### config.mk
export PLATFORM = sky130hd
export DESIGN_NAME = leb128_decoder_flat
export DESIGN_NICKNAME = d
export VERILOG_FILES = /design/src/rtl/leb128_decoder_if.sv /design/src/rtl/leb128_decoder.sv /design/src/flat_wrapper.sv
export SDC_FILE = /design/constraint.sdc
export NUM_CORES = 1
export LEC_CHECK = 0
export ABC_AREA = 1
export CAP_MARGIN = 20
export CORE_MARGIN = 2
export CORE_UTILIZATION = 30
export DETAILED_ROUTE_END_ITERATION = 6
export PLACE_DENSITY = 0.56
export SYNTH_ARGS = -nofsm -noshare
export SYNTH_HDL_FRONTEND = slang
export SYNTH_SLANG_ARGS = --single-unit
### constraint.sdc
create_clock -name clk -period 3.71 [get_ports clk]
set_input_delay 0.742 -clock clk [delete_from_list [all_inputs] [get_ports clk]]
set_output_delay 0.742 -clock clk [all_outputs]
set_load 0.01 [all_outputs]
### src/rtl/leb128_decoder_if.sv
// ============================================================================
// Module      : leb128_decoder_if
// Description : Request/byte-stream/result handshake bundle for leb128_decoder.
// Revision    : 1.0 - initial release
// ============================================================================
`default_nettype none

interface leb128_decoder_if;
    logic        start;
    logic        is_signed;
    logic        width64;
    logic [7:0]  in_data;
    logic        in_valid;
    logic        in_ready;
    logic [63:0] value;
    logic [3:0]  len;
    logic [1:0]  error;
    logic        out_valid;
    logic        out_ready;

    modport master (
        output start, is_signed, width64, in_data, in_valid, out_ready,
        input  in_ready, value, len, error, out_valid
    );

    modport slave (
        input  start, is_signed, width64, in_data, in_valid, out_ready,
        output in_ready, value, len, error, out_valid
    );
endinterface

`default_nettype wire

### src/rtl/leb128_decoder.sv
// ============================================================================
// Module      : leb128_decoder
// Description : Byte-serial ULEB128/SLEB128 immediate decoder for i32/i64.
// Revision    : 1.0 - initial release
// ============================================================================
`default_nettype none

module leb128_decoder #(
    parameter bit USE_64B = 1'b1
) (
    input  wire logic       clk,
    input  wire logic       reset,
    leb128_decoder_if.slave bus
);

    localparam logic [1:0] c_ERR_NONE  = 2'd0;
    localparam logic [1:0] c_ERR_LONG  = 2'd1;
    localparam logic [1:0] c_ERR_OVFL  = 2'd2;
    localparam logic [1:0] c_ERR_UNSUP = 2'd3;

    typedef enum logic [1:0] {
        S_IDLE   = 2'd0,
        S_DECODE = 2'd1,
        S_DONE   = 2'd2
    } state_t;

    state_t      r_state;
    state_t      w_state_next;
    logic        r_is_signed;
    logic        r_width64;
    logic [63:0] r_acc;
    logic [63:0] r_value;
    logic [3:0]  r_len;
    logic [1:0]  r_error;

    logic        w_unsupported;
    logic        w_consume;
    logic        w_terminal;
    logic        w_at_last;
    logic        w_too_long;
    logic        w_overflow;
    logic [6:0]  w_shamt;
    logic [63:0] w_width_mask;
    logic [63:0] w_shift;
    logic [63:0] w_ext;
    logic [63:0] w_acc_next;
    logic [63:0] w_final;

    assign w_unsupported = bus.width64 && !USE_64B;
    assign w_consume     = (r_state == S_DECODE) && bus.in_valid;
    assign w_terminal    = ~bus.in_data[7];
    assign w_at_last     = (r_len == (r_width64 ? 4'd9 : 4'd4));
    assign w_too_long    = w_at_last && !w_terminal;

    // Byte k lands at bit 7k; shifts past 63 simply drop out of the word.
    assign w_shamt      = 7'(r_len) * 7'd7;
    assign w_width_mask = r_width64 ? {64{1'b1}} : 64'h0000_0000_FFFF_FFFF;
    assign w_shift      = 64'(bus.in_data[6:0]) << w_shamt;
    assign w_acc_next   = (r_acc | w_shift) & w_width_mask;

    // Sign fill starts just above this byte; an out-of-range start yields no fill.
    assign w_ext   = (r_is_signed && bus.in_data[6]) ? ({64{1'b1}} << (w_shamt + 7'd7)) : 64'd0;
    assign w_final = (w_acc_next | w_ext) & w_width_mask;

    always_comb begin
        w_overflow = 1'b0;
        if (w_at_last && w_terminal) begin
            if (r_width64) begin
                if (r_is_signed)
                    w_overflow = !((bus.in_data[6:0] == 7'h00) || (bus.in_data[6:0] == 7'h7F));
                else
                    w_overflow = |bus.in_data[6:1];
            end else begin
                if (r_is_signed)
                    w_overflow = !((bus.in_data[6:3] == 4'h0) || (bus.in_data[6:3] == 4'hF));
                else
                    w_overflow = |bus.in_data[6:4];
            end
        end
    end

    always_ff @(posedge clk or negedge reset) begin
        if (!reset)
            r_state <= S_IDLE;
        else
            r_state <= w_state_next;
    end

    always_comb begin
        w_state_next = r_state;
        case (r_state)
            S_IDLE: begin
                if (bus.start)
                    w_state_next = w_unsupported ? S_DONE : S_DECODE;
            end
            S_DECODE: begin
                if (w_consume && (w_terminal || w_at_last))
                    w_state_next = S_DONE;
            end
            S_DONE: begin
                if (bus.out_ready)
                    w_state_next = S_IDLE;
            end
            default: w_state_next = S_IDLE;
        endcase
    end

    always_ff @(posedge clk or negedge reset) begin
        if (!reset) begin
            r_is_signed <= 1'b0;
            r_width64   <= 1'b0;
            r_acc       <= 64'd0;
            r_value     <= 64'd0;
            r_len       <= 4'd0;
            r_error     <= c_ERR_NONE;
        end else begin
            case (r_state)
                S_IDLE: begin
                    if (bus.start) begin
                        r_is_signed <= bus.is_signed;
                        r_width64   <= bus.width64;
                        r_acc       <= 64'd0;
                        r_value     <= 64'd0;
                        r_len       <= 4'd0;
                        r_error     <= w_unsupported ? c_ERR_UNSUP : c_ERR_NONE;
                    end
                end
                S_DECODE: begin
                    if (w_consume) begin
                        r_acc <= w_acc_next;
                        r_len <= r_len + 4'd1;
                        if (w_too_long) begin
                            r_error <= c_ERR_LONG;
                            r_value <= 64'd0;
                        end else if (w_terminal) begin
                            if (w_overflow) begin
                                r_error <= c_ERR_OVFL;
                                r_value <= 64'd0;
                            end else begin
                                r_value <= w_final;
                            end
                        end
                    end
                end
                default: ;
            endcase
        end
    end

    assign bus.in_ready  = (r_state == S_DECODE);
    assign bus.out_valid = (r_state == S_DONE);
    assign bus.value     = r_value;
    assign bus.len       = r_len;
    assign bus.error     = r_error;

endmodule

`default_nettype wire

### src/flat_wrapper.sv
// flat-port wrapper written by rule: the top's interface ports become plain ports
module leb128_decoder_flat 
#(
    parameter bit USE_64B = 1'b1
)
  (clk, reset, bus_start, bus_is_signed, bus_width64, bus_in_data, bus_in_valid, bus_out_ready, bus_in_ready, bus_value, bus_len, bus_error, bus_out_valid);
  leb128_decoder_if bus_i ();
  input  wire logic clk;
  input  wire logic reset;
  input wire logic [$bits(bus_i.start)-1:0] bus_start;
  input wire logic [$bits(bus_i.is_signed)-1:0] bus_is_signed;
  input wire logic [$bits(bus_i.width64)-1:0] bus_width64;
  input wire logic [$bits(bus_i.in_data)-1:0] bus_in_data;
  input wire logic [$bits(bus_i.in_valid)-1:0] bus_in_valid;
  input wire logic [$bits(bus_i.out_ready)-1:0] bus_out_ready;
  output wire logic [$bits(bus_i.in_ready)-1:0] bus_in_ready;
  output wire logic [$bits(bus_i.value)-1:0] bus_value;
  output wire logic [$bits(bus_i.len)-1:0] bus_len;
  output wire logic [$bits(bus_i.error)-1:0] bus_error;
  output wire logic [$bits(bus_i.out_valid)-1:0] bus_out_valid;
  assign bus_i.start = bus_start;
  assign bus_i.is_signed = bus_is_signed;
  assign bus_i.width64 = bus_width64;
  assign bus_i.in_data = bus_in_data;
  assign bus_i.in_valid = bus_in_valid;
  assign bus_i.out_ready = bus_out_ready;
  assign bus_in_ready = bus_i.in_ready;
  assign bus_value = bus_i.value;
  assign bus_len = bus_i.len;
  assign bus_error = bus_i.error;
  assign bus_out_valid = bus_i.out_valid;
  leb128_decoder #(.USE_64B(USE_64B)) u_core (.clk(clk), .reset(reset), .bus(bus_i));
endmodule
==> flow_metrics.py <==
metrics = {
    "run_status": {
        "outcome": "complete, no violations",
    },
    "yosys": {
        "synth_area_per_cell_um2": 7.15,
        "syn-num-nets": 1077,
        "synth_area_um2": 7450,
        "synth-seq-cells": 138,
        "ys_seq_area_share_pct": 46.3,
        "ys_types": 26,
        "yosysWarnings": 0,
        "synthCells": 1043,
    },
    "grt": {
        "grt_use_met1_pct": 27.1,
        "grt_pass1_vias": 7003,
        "antenna_found_initial": 0,
        "grt_pass1_wl_mm": 39.2,
        "grt_util_all_layers_pct": 19.3,
        "grt_max_degree": 74,
        "grt.busiest_layer": "met2",
        "grt_util_met3_pct": 3.93,
        "gr-usage-met2_pct": 30.0,
        "gr-total-overflow": 0,
    },
    "drt": {
        "via_count": 7088,
        "drc": 0,
        "dr.pass1.iters": 5,
        "vias_per_cell": 4.88,
        "drtIter0Drc": 691,
        "ant_nets": 0,
        "wl_mm": 24.6,
        "wl_per_cell_um": 17.0,
    },
    "timing": {
        "fin_crit_ns": 3.15,
        "maxSlewViolCount": 0,
        "period_share_pct": 85.0,
        "fin_setup_tns_ns": 0,
        "clock_skew_ns": 0.0145,
        "timing.hold.ws_ns": 0.338,
        "finalSetupViolCount": 0,
        "rsz0062_at_grt": "false",
        "tightest_slew_ns": 0.915,
        "hold_violations": 0,
        "slew_headroom_pct": 38.5,
        "fmax_mhz": 317,
    },
    "clock_network": {
        "clkLatencyLatePin_ns": 0.43,
        "cts_hold_buf": 0,
        "cts_root_buf": "clkbuf_16",
        "path_clk_slew_ns": 0.06,
        "cts_resized": 0,
        "cts_tree": "built",
        "htreeDepth": 4,
        "cts.sinks": 138,
        "clockBufferDepth": 2,
        "cts_made_buffers": 17,
        "postCtsSetupBuffers": 0,
    },
    "worst_setup_path": {
        "worstPathArrival_ns": 3.52,
        "cp.required_ns": 4.07,
        "cp-end-kind": "flop",
        "reg2reg_slack_ns": 0.56,
        "path_max_fanout": 12,
        "cp-start-kind": "flop",
        "path_class": "flop to flop",
    },
    "hold_path": {
        "hold_class": "input port to async pin",
    },
    "cells_and_area": {
        "diodes": 0,
        "areaGrowthSynthToFinish_pct": 25.5,
        "drive_above_1_share_pct": 6.03,
        "regArea_um2": 3450,
        "nNetsFinal": 1151,
        "postLayoutCellArea_um2": 9350,
        "fill_cells": 2588,
        "multi_input_area_um2": 3510,
    },
    "floorplan": {
        "dieHeight_um": 162,
        "ios": 87,
        "die_area_um2": 26100,
        "start_util_pct": 30.6,
        "core_um2": 24400,
        "placementRows": 57,
        "die_x_um": 162,
    },
    "pwr": {
        "vdd_ir_drop_max_uv": 570,
        "cellPowerDensity_nw_per_um2": 1020,
        "power.leakage_nw": 4.81,
    },
    "place": {
        "placement.cell_area_um2": 8710,
        "gp_congestion": 0.931,
        "hpwl_mm": 16.7,
        "io_buffers": 86,
    },
    "run": {
        "drv_cap": 0,
    },
}
[per-layer routing]
metal  wire length, um  part of all wire, %
met5                 0                    0
met4               652                  2.6
met3              1290                  5.2
met2             11000                   45
met1             11700                   47
[report_power, final]
group | internal, mW | switching [mW] | total, mW
Sequential | 1.80 | 0.202 | 2.00
Combinational | 1.83 | 3.81 | 5.64
Clock | 1.24 | 0.655 | 1.89
Total | 4.87 | 4.67 | 9.54
[layout make-up]
| cell class | count | area share (%) |
|---|---|---|
| Multi-Input combinational cell | 782 | 37.6 |
| Sequential cell | 138 | 36.9 |
| Timing Repair Buffer | 111 | 11.6 |
| Clock buffer | 23 | 5.11 |
| Tap cell | 324 | 4.34 |
| Inverter | 67 | 2.69 |
| Clock inverter | 7 | 1.75 |
[worst max-delay path, cell delays in order, from the launching register on]
cell and delay, ns:
dfrtp_1 0.39, inv_2 0.24, ha_1 0.30, inv_1 0.09
nand2_1 0.07, nand2_1 0.12, xor2_1 0.26, ha_1 0.38
nand3_1 0.18, nand3_1 0.34, nand2_1 0.20, nand2_1 0.11
nor2_1 0.10, nand3_1 0.07, nand2_1 0.11, nand2_1 0.06
nand2_1 0.06
[per-stage QoR]
stage          total power [mW]  std cells  setup slack, ns  util [%]
6_report                   9.54       1452            0.556      38.3
5_1_grt                    10.3       1452            0.193      38.3
4_1_cts                    9.52       1452            0.602      38.3
3_5_place_dp               7.60       1422            0.612      35.7
3_3_place_gp               7.61       1422            0.612      35.7
2_1_floorplan              5.60       1043            0.758         -
[state kept, by name, indices dropped and copies added (netlist names)]
register / flops
u_core.bus.value: 64
u_core.r_acc: 64
u_core.bus.len: 4
u_core.bus.error: 2
u_core.r_state: 2
u_core.r_is_signed: 1
u_core.r_width64: 1
[Yosys cell counts (all sizes together)]
library cell,n,area (um2)
nand2,424,1600
dfrtp,138,3450
nor2,86,340
nand3,81,410
o21ai,70,350
inv,67,251
a21oi,62,314
clkbuf,31,116
buf,25,120
nor3,22,115
ha,16,200
o22ai,10,62.6
nand3b,5,37.5
fa,3,60.1
nand4,1,6.26
o31ai,1,7.51
xor2,1,8.76
[path summary, 6_finish.rpt]
kind	start	endpoint	cells after the start
setup / recovery	u_core.bus.len[1]$_DFFE_PN0P_	u_core.bus.value[5]$_DFFE_PN0P_	16
hold / removal	reset	u_core.r_acc[57]$_DFFE_PN0P_	1
setup reg to reg	u_core.bus.len[1]$_DFFE_PN0P_	u_core.bus.value[5]$_DFFE_PN0P_	16
hold reg to reg	u_core.bus.value[20]$_DFFE_PN0P_	u_core.bus.value[20]$_DFFE_PN0P_	2
max in group asynchronous	reset	u_core.r_acc[3]$_DFFE_PN0P_	2
min in group clk	u_core.bus.value[20]$_DFFE_PN0P_	u_core.bus.value[20]$_DFFE_PN0P_	2
[kinds of logic (layout without fill, tap and decap cells)]
group	after synthesis	in the layout	share of synthesized area [%]
buffers and inverters	123	208	6.55
and+or+nand+nor	619	619	33.7
AOI/OAI and AO/OA	143	143	9.85
DFF	138	138	46.3
xor gates and xnor gates	1	1	0.118
adders and majority gates	19	19	3.49
[layout by cell type, fill, tap and decap left out, types with 8 or more instances in the layout]
cell	instances
a21oi_1	61
buf_4	22
clkbuf_16	17
clkdlybuf4s50_1	85
dfrtp_1	138
ha_1	16
inv_1	59
inv_2	8
nand2_1	423
nand3_1	80
nor2_1	83
nor3_1	21
o21ai_0	70
o22ai_1	10
No activity file was read; power rests on OpenSTA's default activity.
